## config.mk

```make
export PLATFORM = sky130hd
export DESIGN_NAME = tl_d_resp_queue
export DESIGN_NICKNAME = d
export VERILOG_FILES = /design/src/rtl/tl_d_resp_queue.sv
export SDC_FILE = /design/constraint.sdc
export NUM_CORES = 1
export LEC_CHECK = 0
export ABC_AREA = 1
export CAP_MARGIN = 20
export CORE_ASPECT_RATIO = 0.8
export CORE_MARGIN = 3
export CORE_UTILIZATION = 53
export CTS_BUF_LIST = sky130_fd_sc_hd__clkbuf_2 sky130_fd_sc_hd__clkbuf_4 sky130_fd_sc_hd__clkbuf_8
export CTS_CLUSTER_SIZE = 24
export DETAILED_ROUTE_END_ITERATION = 10
export PLACE_DENSITY = 0.95
export SLEW_MARGIN = 20
export SYNTH_ARGS = -nofsm -noshare
export SYNTH_HDL_FRONTEND = slang
export SYNTH_SLANG_ARGS = --single-unit
```

## constraint.sdc

```tcl
create_clock -name clock -period 9.3 [get_ports clock]
set_clock_uncertainty 0.1 [all_clocks]
set_input_delay 1.86 -clock clock [delete_from_list [all_inputs] [get_ports clock]]
set_output_delay 1.86 -clock clock [all_outputs]
set_load 0.005 [all_outputs]
```

## src/rtl/tl_d_resp_queue.sv

```systemverilog
// TileLink-UL D-channel response queue (1 or 2 entries) with A-request outstanding tracking.
// Latency 1 cycle enq->deq, no combinational enq->deq path; enq_ready = not full or deq_ready.
module tl_d_resp_queue #(
  parameter int DEPTH           = 2,
  parameter int MAX_OUTSTANDING = 8,
  parameter int DATA_W          = 32,
  localparam int OUT_W          = $clog2(MAX_OUTSTANDING + 1)
) (
  input  logic              clock,
  input  logic              reset_n,
  input  logic              a_fire,
  output logic              a_ready_gate,
  input  logic              enq_valid,
  output logic              enq_ready,
  input  logic [2:0]        enq_opcode,
  input  logic [1:0]        enq_param,
  input  logic [3:0]        enq_size,
  input  logic [3:0]        enq_source,
  input  logic              enq_denied,
  input  logic              enq_corrupt,
  input  logic [DATA_W-1:0] enq_data,
  output logic              deq_valid,
  input  logic              deq_ready,
  output logic [2:0]        deq_opcode,
  output logic [1:0]        deq_param,
  output logic [3:0]        deq_size,
  output logic [3:0]        deq_source,
  output logic              deq_denied,
  output logic              deq_corrupt,
  output logic [DATA_W-1:0] deq_data,
  output logic [1:0]        count,
  output logic [OUT_W-1:0]  outstanding,
  output logic              err_unexpected_d
);

  typedef struct packed {
    logic [2:0]        opcode;
    logic [1:0]        param;
    logic [3:0]        size;
    logic [3:0]        source;
    logic              denied;
    logic              corrupt;
    logic [DATA_W-1:0] data;
  } d_entry_t;

  localparam logic [1:0]       DEPTH_C  = 2'(DEPTH);
  localparam logic             PTR_LAST = 1'(DEPTH - 1);
  localparam logic [OUT_W-1:0] MAX_C    = OUT_W'(MAX_OUTSTANDING);

  d_entry_t         mem [DEPTH];
  d_entry_t         enq_entry;
  d_entry_t         head;
  logic             wptr_q, rptr_q;
  logic [1:0]       count_q, count_d;
  logic [OUT_W-1:0] out_q, out_d;
  logic             err_q;
  logic             enq_fire, deq_fire, a_take;

  assign enq_entry = '{opcode: enq_opcode, param: enq_param, size: enq_size,
                       source: enq_source, denied: enq_denied, corrupt: enq_corrupt,
                       data: enq_data};

  assign deq_valid    = (count_q != 2'd0);
  assign enq_ready    = (count_q < DEPTH_C) | deq_ready;
  assign enq_fire     = enq_valid & enq_ready;
  assign deq_fire     = deq_valid & deq_ready;
  assign a_ready_gate = (out_q < MAX_C);
  // Requests arriving while saturated are an upstream bug and are not counted.
  assign a_take       = a_fire & (out_q != MAX_C);

  always_comb begin
    count_d = count_q;
    if (enq_fire && !deq_fire)      count_d = count_q + 2'd1;
    else if (deq_fire && !enq_fire) count_d = count_q - 2'd1;
  end

  always_comb begin
    out_d = out_q;
    if (a_take && !enq_fire)                         out_d = out_q + 1'b1;
    else if (enq_fire && !a_take && out_q != '0)     out_d = out_q - 1'b1;
  end

  always_ff @(posedge clock) begin
    if (!reset_n) begin
      wptr_q  <= 1'b0;
      rptr_q  <= 1'b0;
      count_q <= 2'd0;
      out_q   <= '0;
      err_q   <= 1'b0;
    end else begin
      if (enq_fire) wptr_q <= (wptr_q == PTR_LAST) ? 1'b0 : wptr_q + 1'b1;
      if (deq_fire) rptr_q <= (rptr_q == PTR_LAST) ? 1'b0 : rptr_q + 1'b1;
      count_q <= count_d;
      out_q   <= out_d;
      if (enq_fire && out_q == '0 && !a_fire) err_q <= 1'b1;
    end
  end

  // When full with a dequeue, wptr==rptr: the head is read before the edge overwrites it.
  always_ff @(posedge clock) begin
    if (enq_fire) mem[wptr_q] <= enq_entry;
  end

  assign head             = mem[rptr_q];
  assign deq_opcode       = head.opcode;
  assign deq_param        = head.param;
  assign deq_size         = head.size;
  assign deq_source       = head.source;
  assign deq_denied       = head.denied;
  assign deq_corrupt      = head.corrupt;
  assign deq_data         = head.data;
  assign count            = count_q;
  assign outstanding      = out_q;
  assign err_unexpected_d = err_q;

endmodule

```

### Word-level counts from Yosys, hierarchy flattened

Memory sizes are Yosys's and may differ from the RTL's. A register that Yosys moved wholly into a read port is not among the register bits.
Cells that the tools add are included.

* add/sub/neg operators: 6
* $mul: 0
* divide/modulo/power cells: 0
* magnitude comparators: 2
* eq/ne operators: 1
* shifts and indexed selects: 0
* muxes and demuxes: 10
* bitwise logic cells: 4
* reduce and logical (&&, ||, !) cells: 16

Operator list (count)
* 4-bit 2-to-1 mux: 2
* 1-bit logical AND: 7
* 1-bit 2-to-1 mux: 6
* 2-bit nonzero test: 3
* 4-bit by 1-bit adder with 4-bit output (second input constant): 1
* 1-bit zero test: 4
* 4-bit zero test: 1
* 4-bit less-than comparator (second input constant): 1
* 2-bit 2-to-1 mux: 2
* 4-bit inequality test (second input constant): 1
* 4-bit nonzero test: 1
* 4-bit by 1-bit subtractor with 4-bit output (second input constant): 1
* 1-bit AND: 3
* 1-bit adder (second input constant): 2
* 2-bit by 1-bit adder with 2-bit output (second input constant): 1
* 2-bit less-than comparator (second input constant): 1
* 2-bit by 1-bit subtractor with 2-bit output (second input constant): 1
* 1-bit OR: 1

* flip-flop bits (word level): 9
* latch bits: 0
* memory bits (writable): 94
* memory bits (read-only): 0
* logic and storage cells: 45
* memories kept: 1

Memory list
* mem: words 2, width 47, rd ports 1, clocked after memory_dff 1, write ports 1, RTL line 50 `d_entry_t mem [DEPTH];`

### Logic depth before layout (Yosys ltp)

* depth in word-level cells: 7
* mapped depth: 12
* depth with buffers taken out: 12

### Least setup slack after synthesis

OpenSTA, ideal clock, no wires.

* path type: in2reg
* start point: in deq_ready
* end point: mem mem[1][0] (netlist bit) (enable)
* setup time: 453 ps
* data arrival time: 4027 ps
* path slack: 4720 ps
* stages: 4
* path through: inv_2 nand2_4 nand2_4 nor2_1

* word-level cells in the longest chain between the ends: 4

RTL lines
* start, declared: RTL line 23 `input logic deq_ready,`
* 1-bit OR: RTL line 64 `assign enq_ready = (count_q < DEPTH_C) | deq_ready;`
* net enq_ready: RTL line 14 `output logic enq_ready,`
* 1-bit AND: RTL line 65 `assign enq_fire = enq_valid & enq_ready;`
* 1-bit 2-to-1 mux: RTL line 101 `if (enq_fire) mem[wptr_q] <= enq_entry;`
* 1-bit 2-to-1 mux (not written as such): RTL line 101
* end, declared: RTL line 50

The timed path passes the listed nets, and every way through them passes these cells.

### Worst setup path after layout

* start point: in deq_ready
* end point: out enq_ready

* word-level cells in the longest chain between the ends: 1

RTL lines (RTL line)
* 1-bit OR: 64
* end, declared: 14

Every way passes these cells.

==> flow_metrics.env <==
export IMPL_status="complete, no violations"
export IMPL_end_kind="output pin"
export IMPL_synthAdderAreaFrac_pct=1.45
export IMPL_core_area_um2=7060
export IMPL_required_ns=7.34
export IMPL_finalMaxSlewViolations=0
export IMPL_cts_made_buffers=9
export IMPL_synth_compound_area_share_pct=1.64
export IMPL_die_height_um=83.3
export IMPL_yosys_warnings=0
export IMPL_finalWirelength_mm=7.55
export IMPL_cpMostUsedCell="clkdlybuf4s50_1"
export IMPL_numPortBuffers=108
export IMPL_swShare_pct=27.4
export IMPL_synth_xor_area_share_pct=0.442
export IMPL_post_route_period_util_pct=53.3
export IMPL_first_iter_violations=115
export IMPL_area_growth_pct=34.2
export IMPL_cts_hold_buf=0
export IMPL_fmax_ghz=0.202
export IMPL_final_core_util_pct=75.3
export IMPL_syn_avg_cell_area_um2=17.9
export IMPL_synth_top_family_by_area="multiplexers"
export IMPL_synthSimpleGateAreaFrac_pct=4.61
export IMPL_place_hpwl_mm=5.16
export IMPL_grt_use_total_pct=18.1
export IMPL_grt_antenna_before_repair=0
export IMPL_holdCritPathClass="reg -> reg"
export IMPL_internal_power_w=0.000859
export IMPL_place_congestion=0.807
export IMPL_overflow=0
export IMPL_combinationalPowerShare_pct=27.3
export IMPL_grt_max_degree=49
export IMPL_cts_resized_gates=0
export IMPL_drt_vias_per_instance=5.26
export IMPL_relSlewSlack_pct=56.7
export IMPL_fp_dieW_um=103
export IMPL_vias=2255
export IMPL_power_density_nw_per_um2=222
export IMPL_grt_pass1_vias=2368
export IMPL_grt_first_pass_wirelength_mm=11.7
export IMPL_io_pins=109
export IMPL_crit_arrival_ns=3.00
export IMPL_h_tree_depth=3
export IMPL_cts_buffer_depth=2
export IMPL_worstMarginPinSlew_ns=0.649
export IMPL_synth_nets=277
export IMPL_clkPwrFrac_pct=21.3
export IMPL_dr_pass1_iters=4
export IMPL_critPathSlowestCell="clkdlybuf4s50_1"
export IMPL_insertion_delay_ns=0.36
export IMPL_slowest_delay_ns=0.52
export IMPL_cts_tree="built"
export IMPL_tns_ns=0
export IMPL_clkSinkCount=104
export IMPL_diodes=0
export IMPL_synth_area_um2=3960
export IMPL_path_class="in -> out"
export IMPL_routedWlPerCell_um=17.6
export IMPL_grt_setup_unrepaired="no"
export IMPL_leakage_nw=1.85
export IMPL_final_antenna_net_count=0
export IMPL_netlist_instances=221
export IMPL_rr_worst_depth=9
export IMPL_setup_violations=0
export IMPL_yosysSeqAreaShare_pct=76.3
export IMPL_hold_depth=2
export IMPL_ys_ff_latch=104
export IMPL_layout_drive_gt1_share_pct=15.8
export IMPL_cp_start_kind="input pin"
export IMPL_root_buffer="clkbuf_8"
export IMPL_yosys_cell_types_count=23
export IMPL_path_cells="clkdlybuf4s50_1 -> inv_2 -> nand2_4 -> clkdlybuf4s50_1"
export IMPL_row_count=27
export IMPL_finalCriticalPeriod_ns=4.96
export IMPL_cap_violations=0
export IMPL_nets=393
export IMPL_drc_errors=0
export IMPL_clk_pin_slew_ns=0.10
export IMPL_netSwitchingPower_w=0.000324
export IMPL_dieArea_um2=8560
export IMPL_hold_viol=0
export IMPL_max_vdd_ir_drop_v=0.000173
export IMPL_p_seq_share_pct=51.4
export IMPL_initial_core_util_pct=56.1
export IMPL_synthMuxAreaShare_pct=13.4
export IMPL_cts_setup_buffers=0
export IMPL_critical_path_max_fanout=2
-- Yosys cell counts --
cell	n	area share [%]
a21oi_1	8	1.0
buf_2	1	0.13
buf_4	1	0.19
buf_6	3	0.85
dfxtp_1	10	5.1
edfxtp_1	94	71
fa_1	1	0.51
ha_1	3	0.95
inv_1	7	0.66
inv_2	4	0.38
mux2_1	26	7.4
mux2_2	21	6.0
nand2_1	11	1.0
nand2_2	3	0.47
nand2_4	3	0.85
nand3_1	4	0.51
nand3_2	1	0.25
nor2_1	11	1.0
nor2_2	1	0.16
nor2_4	1	0.28
o21ai_0	5	0.63
xnor2_1	1	0.22
xor2_1	1	0.22
-- logic make-up after synthesis --
| logic type | count (synthesis) |
|---|---|
| AO/OA/AOI/OAI | 13 |
| XOR/XNOR | 2 |
| adder cells (fa/ha/maj) | 4 |
| buffers and inverters | 16 |
| flip-flops | 104 |
| multiplexers | 47 |
| AND/OR/NAND/NOR | 35 |
-- power by group through the flow --
| stage | combinational, W | sequential, W | clock, W |
|---|---|---|---|
| after global placement | 0.000310 | 0.000616 | 0 |
| after detailed placement | 0.000324 | 0.000619 | 0 |
| after global routing | 0.000348 | 0.000617 | 0.000278 |
| after floorplan | 0.000173 | 0.000595 | 0 |
| final | 0.000323 | 0.000608 | 0.000252 |
| after CTS | 0.000328 | 0.000609 | 0.000258 |
-- worst max-delay path: cells and delay by family --
kind / cells / cell delay [ns]
buf+inv: 3 / 1.08
simple gates: 1 / 0.07
-- state kept, by name, summed over array words and instances, names as in the netlist, named ones only --
signal            cells
wptr_q                1
outstanding           4
mem                  94
err_unexpected_d      1
count                 2
rptr_q                1
-- per-stage QoR --
step | setup WS [ns] | total power (W) | hold WS (ns) | cell area [um^2] | instances
final | 4.34 | 0.00118 | 0.408 | 5320 | 429
after global routing | 4.32 | 0.00124 | 0.432 | 5320 | 429
after CTS | 4.34 | 0.00119 | 0.407 | 5310 | 429
after detailed placement | 4.34 | 0.000943 | 0.377 | 5140 | 413
after global placement | 4.39 | 0.000927 | 0.365 | 5140 | 413
after floorplan | 4.72 | 0.000768 | 0.360 | 3960 | 221
-- worst paths after layout --
kind / startpoint / endpoint / slack [ns]
setup / recovery: deq_ready / enq_ready / 4.34
hold reg to reg: err_unexpected_d$_SDFFE_PN0P_ / err_unexpected_d$_SDFFE_PN0P_ / 0.41
hold / removal: err_unexpected_d$_SDFFE_PN0P_ / err_unexpected_d$_SDFFE_PN0P_ / 0.41
setup reg to reg: count[1]$_SDFFE_PN0P_ / outstanding[3]$_SDFFE_PN0P_ / 7.21
-- metal layers --
metal  track usage [%]  up-vias  part of all wire (%)
li1                  -     1057                     -
met1              20.7     1105                    40
met2              30.9       82                    50
met3              6.55       11                   8.0
met4              6.67        0                   1.6
met5                 0        -                     0
-- layout by cell type (no fill, tap or decap), drive strengths merged --
cell | Yosys | routed
ha | 3 | 3
dfxtp | 10 | 10
o21ai | 5 | 5
buf | 5 | 2
fa | 1 | 1
inv | 11 | 14
xnor2 | 1 | 1
edfxtp | 94 | 94
nand3 | 5 | 5
nand2 | 17 | 17
nor2 | 13 | 13
clkdlybuf4s50 | 0 | 108
mux2 | 47 | 47
clkinv | 0 | 4
clkbuf | 0 | 9
xor2 | 1 | 1
a21oi | 8 | 8
-- final cells by class --
cell class / count / area (um^2)
sequential: 104 / 3030
timing repair buffer: 110 / 1100
clock inverter: 7 / 52.6
tap: 87 / 109
multi-input combinational: 101 / 867
inverter: 11 / 41.3
clock buffer: 9 / 124
fill: 456 / 1740
Power figures use the tool's default switching activity.
